--- config.mk ---
export PLATFORM = sky130hd
export DESIGN_NAME = expr_result_sig_compactor_flat
export DESIGN_NICKNAME = d
export VERILOG_FILES = /design/src/rtl/expr_result_sig_compactor_pkg.sv /design/src/rtl/expr_result_sig_compactor_if.sv /design/src/rtl/expr_result_sig_compactor_misr_step.sv /design/src/rtl/expr_result_sig_compactor.sv /design/src/flat_wrapper.sv
export SDC_FILE = /design/constraint.sdc
export NUM_CORES = 1
export LEC_CHECK = 0
export ABC_AREA = 1
export CORE_MARGIN = 4
export CORE_UTILIZATION = 43
export CTS_CLUSTER_SIZE = 25
export DETAILED_ROUTE_END_ITERATION = 6
export HOLD_SLACK_MARGIN = 0.06
export MAX_ROUTING_LAYER = met4
export PLACE_DENSITY = 0.74
export SKIP_LAST_GASP = 1
export SLEW_MARGIN = 20
export SYNTH_ARGS = -nofsm -noshare
export SYNTH_HDL_FRONTEND = slang
export SYNTH_HIERARCHICAL = 1
export SYNTH_SLANG_ARGS = --single-unit
export TNS_END_PERCENT = 10
--- constraint.sdc ---
create_clock -name clk -period 3.3 [get_ports clk]
set_clock_uncertainty 0.15 [all_clocks]
set_input_delay 0.495 -clock clk [delete_from_list [all_inputs] [get_ports clk]]
set_output_delay 0.495 -clock clk [all_outputs]
set_load 0.1 [all_outputs]
--- src/rtl/expr_result_sig_compactor_pkg.sv ---
// Shared types, widths and the result-bus fold used by the signature compactor.
package expr_regr_pkg;

   localparam int Y_W   = 90;
   localparam int SIG_W = 32;
   localparam int CNT_W = 16;

   localparam logic [SIG_W-1:0] DEF_POLY = 32'h04C11DB7;
   localparam logic [SIG_W-1:0] DEF_SEED = 32'hFFFFFFFF;

   typedef enum logic [1:0] {IDLE, RUN, DONE} state_t;

   // The upper slice is only 26 bits wide and is zero-extended before the XOR.
   function automatic logic [SIG_W-1:0] fold_y(input logic [Y_W-1:0] y);
      return y[31:0] ^ y[63:32] ^ {6'b0, y[89:64]};
   endfunction

endpackage

--- src/rtl/expr_result_sig_compactor_if.sv ---
// Valid/ready result-vector bus from the expression block into the compactor.
interface expr_result_sig_compactor_if;
   import expr_regr_pkg::*;

   logic           y_valid;
   logic           y_ready;
   logic [Y_W-1:0] y;

   modport master (output y_valid, output y, input y_ready);
   modport slave  (input y_valid, input y, output y_ready);

endinterface

--- src/rtl/expr_result_sig_compactor_misr_step.sv ---
// Combinational fold of one result vector plus a single MISR shift/feedback step.
module expr_misr_step
   import expr_regr_pkg::*;
#(
   parameter logic [SIG_W-1:0] POLY = DEF_POLY
) (
   input  logic [SIG_W-1:0] sig,
   input  logic [Y_W-1:0]   y,
   output logic [SIG_W-1:0] sig_next
);

   assign sig_next = {sig[SIG_W-2:0], 1'b0} ^ (sig[SIG_W-1] ? POLY : '0) ^ fold_y(y);

endmodule

--- src/rtl/expr_result_sig_compactor.sv ---
// Compacts a programmed number of result vectors into a MISR signature and
// compares it with an expected value; done/pass are registered, y_ready/busy decode state.
module expr_result_sig_compactor
   import expr_regr_pkg::*;
#(
   parameter logic [SIG_W-1:0] POLY = DEF_POLY,
   parameter logic [SIG_W-1:0] SEED = DEF_SEED
) (
   input  logic                         clk,
   input  logic                         reset,
   input  logic                         start,
   input  logic [CNT_W-1:0]             num_vec,
   input  logic [SIG_W-1:0]             expect_sig,
   expr_result_sig_compactor_if.slave   ybus,
   output logic                         busy,
   output logic                         done,
   output logic                         pass,
   output logic [SIG_W-1:0]             signature,
   output logic [CNT_W-1:0]             vec_count
);

   state_t           state_q, state_d;
   logic [CNT_W-1:0] num_q;
   logic [SIG_W-1:0] exp_q;
   logic [SIG_W-1:0] sig_next;
   logic [CNT_W-1:0] cnt_inc;
   logic             accept;
   logic             last;
   logic             restart;

   expr_misr_step #(.POLY(POLY)) u_step (
      .sig      (signature),
      .y        (ybus.y),
      .sig_next (sig_next)
   );

   assign cnt_inc = vec_count + CNT_W'(1);

   always_comb begin
      state_d      = state_q;
      ybus.y_ready = 1'b0;
      busy         = 1'b0;
      accept       = 1'b0;
      last         = 1'b0;
      restart      = 1'b0;
      case (state_q)
         RUN: begin
            ybus.y_ready = 1'b1;
            busy         = 1'b1;
            accept       = ybus.y_valid;
            last         = accept && (cnt_inc == num_q);
            if (last) state_d = DONE;
         end
         default: begin
            // IDLE and DONE both restart identically on start
            restart = start;
            if (start) state_d = (num_vec == '0) ? DONE : RUN;
         end
      endcase
   end

   always_ff @(posedge clk or posedge reset) begin
      if (reset) begin
         state_q   <= IDLE;
         done      <= 1'b0;
         pass      <= 1'b0;
         signature <= SEED;
         vec_count <= '0;
         num_q     <= '0;
         exp_q     <= '0;
      end else begin
         state_q <= state_d;
         done    <= (state_d == DONE);
         if (restart) begin
            signature <= SEED;
            vec_count <= '0;
            num_q     <= num_vec;
            exp_q     <= expect_sig;
            pass      <= (num_vec == '0) && (SEED == expect_sig);
         end else if (accept) begin
            signature <= sig_next;
            vec_count <= cnt_inc;
            if (last) pass <= (sig_next == exp_q);
         end
      end
   end

endmodule

--- src/flat_wrapper.sv ---
// flat-port wrapper written by rule: the top's interface ports become plain ports
module expr_result_sig_compactor_flat import expr_regr_pkg::*;
#(
   parameter logic [SIG_W-1:0] POLY = DEF_POLY,
   parameter logic [SIG_W-1:0] SEED = DEF_SEED
)
  (clk, reset, start, num_vec, expect_sig, busy, done, pass, signature, vec_count, ybus_y_valid, ybus_y, ybus_y_ready);
  expr_result_sig_compactor_if ybus_i ();
  input  logic clk;
  input  logic reset;
  input  logic start;
  input  logic [CNT_W-1:0] num_vec;
  input  logic [SIG_W-1:0] expect_sig;
  output logic busy;
  output logic done;
  output logic pass;
  output logic [SIG_W-1:0] signature;
  output logic [CNT_W-1:0] vec_count;
  input wire logic [$bits(ybus_i.y_valid)-1:0] ybus_y_valid;
  input wire logic [$bits(ybus_i.y)-1:0] ybus_y;
  output wire logic [$bits(ybus_i.y_ready)-1:0] ybus_y_ready;
  assign ybus_i.y_valid = ybus_y_valid;
  assign ybus_i.y = ybus_y;
  assign ybus_y_ready = ybus_i.y_ready;
  expr_result_sig_compactor #(.POLY(POLY), .SEED(SEED)) u_core (.clk(clk), .reset(reset), .start(start), .num_vec(num_vec), .expect_sig(expect_sig), .ybus(ybus_i), .busy(busy), .done(done), .pass(pass), .signature(signature), .vec_count(vec_count));
endmodule
==> metrics.yaml <==
run_status:
  outcome: "completed"
finish:
  fin_util_pct: 60.8
  area.growth.synth_to_final_pct: 36.0
  drive_above_1_share_pct: 12.7
  layout_commonest_cell: "nand2_1"
  final_cells: 1214
  final_area_um2: 8570
  diodes: 0
  final_cell_mix: "255 x nand2_1, 141 x clkdlybuf4s50_1, 113 x inv_1, 69 x nand3_1, 68 x dfrtp_1"
  num-nets-final: 1172
  nFillCells: 1314
detailed_routing:
  wl_per_cell_um: 14.2
  drc_errors: 0
  avgViaCountPerCell: 4.93
  routed_wl_um: 17200
  ant_nets: 0
  vias: 5979
  drt_first_pass_iters: 4
  drt-initial-drc-count: 321
timing:
  slew_viol_final: 0
  fin_crit_sh_pct: 75.9
  setup-violations-final: 0
  rsz0062_at_grt: "no"
  worstMarginPinSlew_ns: 0.690
  timing.slew.headroom_pct: 53.6
  max_freq_mhz: 399
  finalSetupTns_ns: 0
  period_minus_slack_ns: 2.51
  finalHoldViolations: 0
die:
  num_io_pins: 194
  die_h_um: 129
  start_util_pct: 44.7
  die_w_um: 129
  core-area_um2: 14100
  num_rows: 43
  die_area_um2: 16700
global_route:
  grt_max_degree: 46
  antenna_found_initial: 0
  grt_pass1_vias: 5815
  grt_pass1_wl_um: 27500
  grt_overflow: 0
  groute.usage.overall_pct: 21.4
synth:
  yosys_warnings: 6
  syn_inst: 838
  ys_ff_latch: 100
  synthesis.nets: 981
  synth_area_um2: 6300
  ys_seq_area_share_pct: 40.3
  ys_types: 35
  syn_area_per_cell_um2: 7.52
critical_path:
  crit_path_top_delay_cell: "dfstp_2"
  cp_max_fo: 16
  crit_arrival_ns: 2.64
  max_stage_delay_ns: 0.94
  cp.required_ns: 3.44
  crit_chain: "xnor2_1 -> inv_1 -> nand2_1 -> nand2_1 -> xor2_1 -> nor3_1 -> nand2_1 -> nor2_1 -> nand3_1 -> o21ai_0 -> nand2_1 -> nand2_1"
  r2r_end: "u_core/pass$_DFFE_PP0P_"
  rrSetupSlack_ns: 0.79
  critPathKind: "reg2reg"
  path_common_cell: "nand2_1"
  worst_setup_path_end_kind: "register"
  worstReg2RegStart: "u_core/signature[31]$_DFFE_PP1P_"
  start_kind: "register"
  crit_path_end: "u_core/pass$_DFFE_PP0P_"
  worstRegToRegCells: 12
  startpoint: "u_core/signature[31]$_DFFE_PP1P_"
run:
  maxCapViolations: 0
clocking:
  clock-sinks: 100
  cts-htree-levels: 3
  cts_tree: "built"
  post_cts_buffers: 0
  cts_buffer_depth: 2
  root_buffer: "clkbuf_16"
  post_cts_resize_count: 0
  ctsHoldBuffers: 0
  clkLatencyLatePin_ns: 0.35
  cts.clk_slew.worst_paths_ns: 0.07
  numCtsBuffers: 9
min_path:
  hp-class: "in2async"
place:
  routabilityCongestion: 0.851
  placed_area_um2: 8300
  hpwl_um: 13400
  place_inst: 1198
  io_buffer_count: 193
power:
  peakVddDrop_v: 0.000577
  total_power_mw: 6.85
  leakage_nw: 4.08
  p_per_area_nw_per_um2: 799
-- synthesized netlist by cell type, drive strengths merged --
library cell,instances,area [um2]
inv,116,435
nor2,57,280
a21oi,15,75.1
clkbuf,10,37.5
nand3,69,345
xnor3,1,22.5
dfstp,32,841
o22ai,6,37.5
a22o,1,8.76
nor3,8,45.0
xnor2,66,578
nand2,262,1000
ha,1,12.5
or2,1,6.26
nor4,5,31.3
o22a,18,158
xor2,27,251
buf,13,95.1
dfrtp,68,1700
o21ai,40,200
o211ai,1,7.51
nand4,21,131
-- per-stage QoR --
step / hold WS, ns / setup slack, ns
after floorplan: 0.305 / 0.0892
after global placement: 0.324 / 0.545
after detailed placement: 0.329 / 0.565
after CTS: 0.330 / 0.779
after global routing: 0.346 / 0.567
final: 0.325 / 0.794
-- worst max-delay path, delay by kind of cell (launching register included) --
family / cells / cell delay (ns)
and+or+nand+nor: 8 / 0.80
xor gates and xnor gates: 2 / 0.40
DFF: 1 / 0.94
buffers and inverters: 1 / 0.06
AOI/OAI and AO/OA: 1 / 0.08
-- routing by layer --
| metal | up-vias | wire [um] | global-route usage, % |
|---|---|---|---|
| li1 | 3032 | - | - |
| met1 | 2758 | 7350 | 25.7 |
| met2 | 160 | 8560 | 36.7 |
| met3 | 29 | 965 | 4.25 |
| met4 | 0 | 330 | 6.18 |
| met5 | - | 0 | - |
-- sequential cells by signal (all words and copies together), names as in the netlist --
name              count
u_core/pass           1
u_core/done           1
u_core/vec_count     16
u_core/signature     32
u_core/state_q        2
u_core/exp_q         32
u_core/num_q         16
-- power by group --
part	switching [mW]	total, mW	internal (mW)
combinational	2.69	3.83	1.15
clock	0.449	1.00	0.555
sequential	0.359	2.01	1.65
total	3.50	6.85	3.36
-- worst min path at each step --
stage	cells past startpoint	startpoint	endpoint
CTS	2	reset	u_core/vec_count[6]$_DFFE_PP0P_
floorplan	2	u_core/num_q[11]$_DFFE_PP0P_	u_core/num_q[11]$_DFFE_PP0P_
detailed placement	2	u_core/exp_q[4]$_DFFE_PP0P_	u_core/exp_q[4]$_DFFE_PP0P_
global route	2	reset	u_core/vec_count[15]$_DFFE_PP0P_
finish	2	reset	u_core/vec_count[11]$_DFFE_PP0P_
global placement	2	u_core/exp_q[18]$_DFFE_PP0P_	u_core/exp_q[18]$_DFFE_PP0P_
-- final cells by class --
| type | instances | area (um2) | share of cell area, % |
|---|---|---|---|
| Multi-Input combinational cell | 599 | 3200 | 37.4 |
| Sequential cell | 100 | 2540 | 29.7 |
| Timing Repair Buffer | 203 | 1890 | 22.0 |
| Inverter | 116 | 438 | 5.11 |
| Clock buffer | 15 | 268 | 3.12 |
| Tap cell | 180 | 225 | 2.63 |
| Clock inverter | 1 | 7.51 | 0.0876 |
-- logic make-up (layout without fill, tap and decap cells) --
| kind of cell | Yosys count | in the layout | share of synthesized area, % |
|---|---|---|---|
| compound gates | 81 | 81 | 7.72 |
| simple gates | 423 | 423 | 29.2 |
| buf+inv | 139 | 335 | 9.01 |
| xor+xnor | 94 | 94 | 13.5 |
| fa+ha+maj | 1 | 1 | 0.198 |
| flops | 100 | 100 | 40.3 |
(Power assumes the default switching activity.)
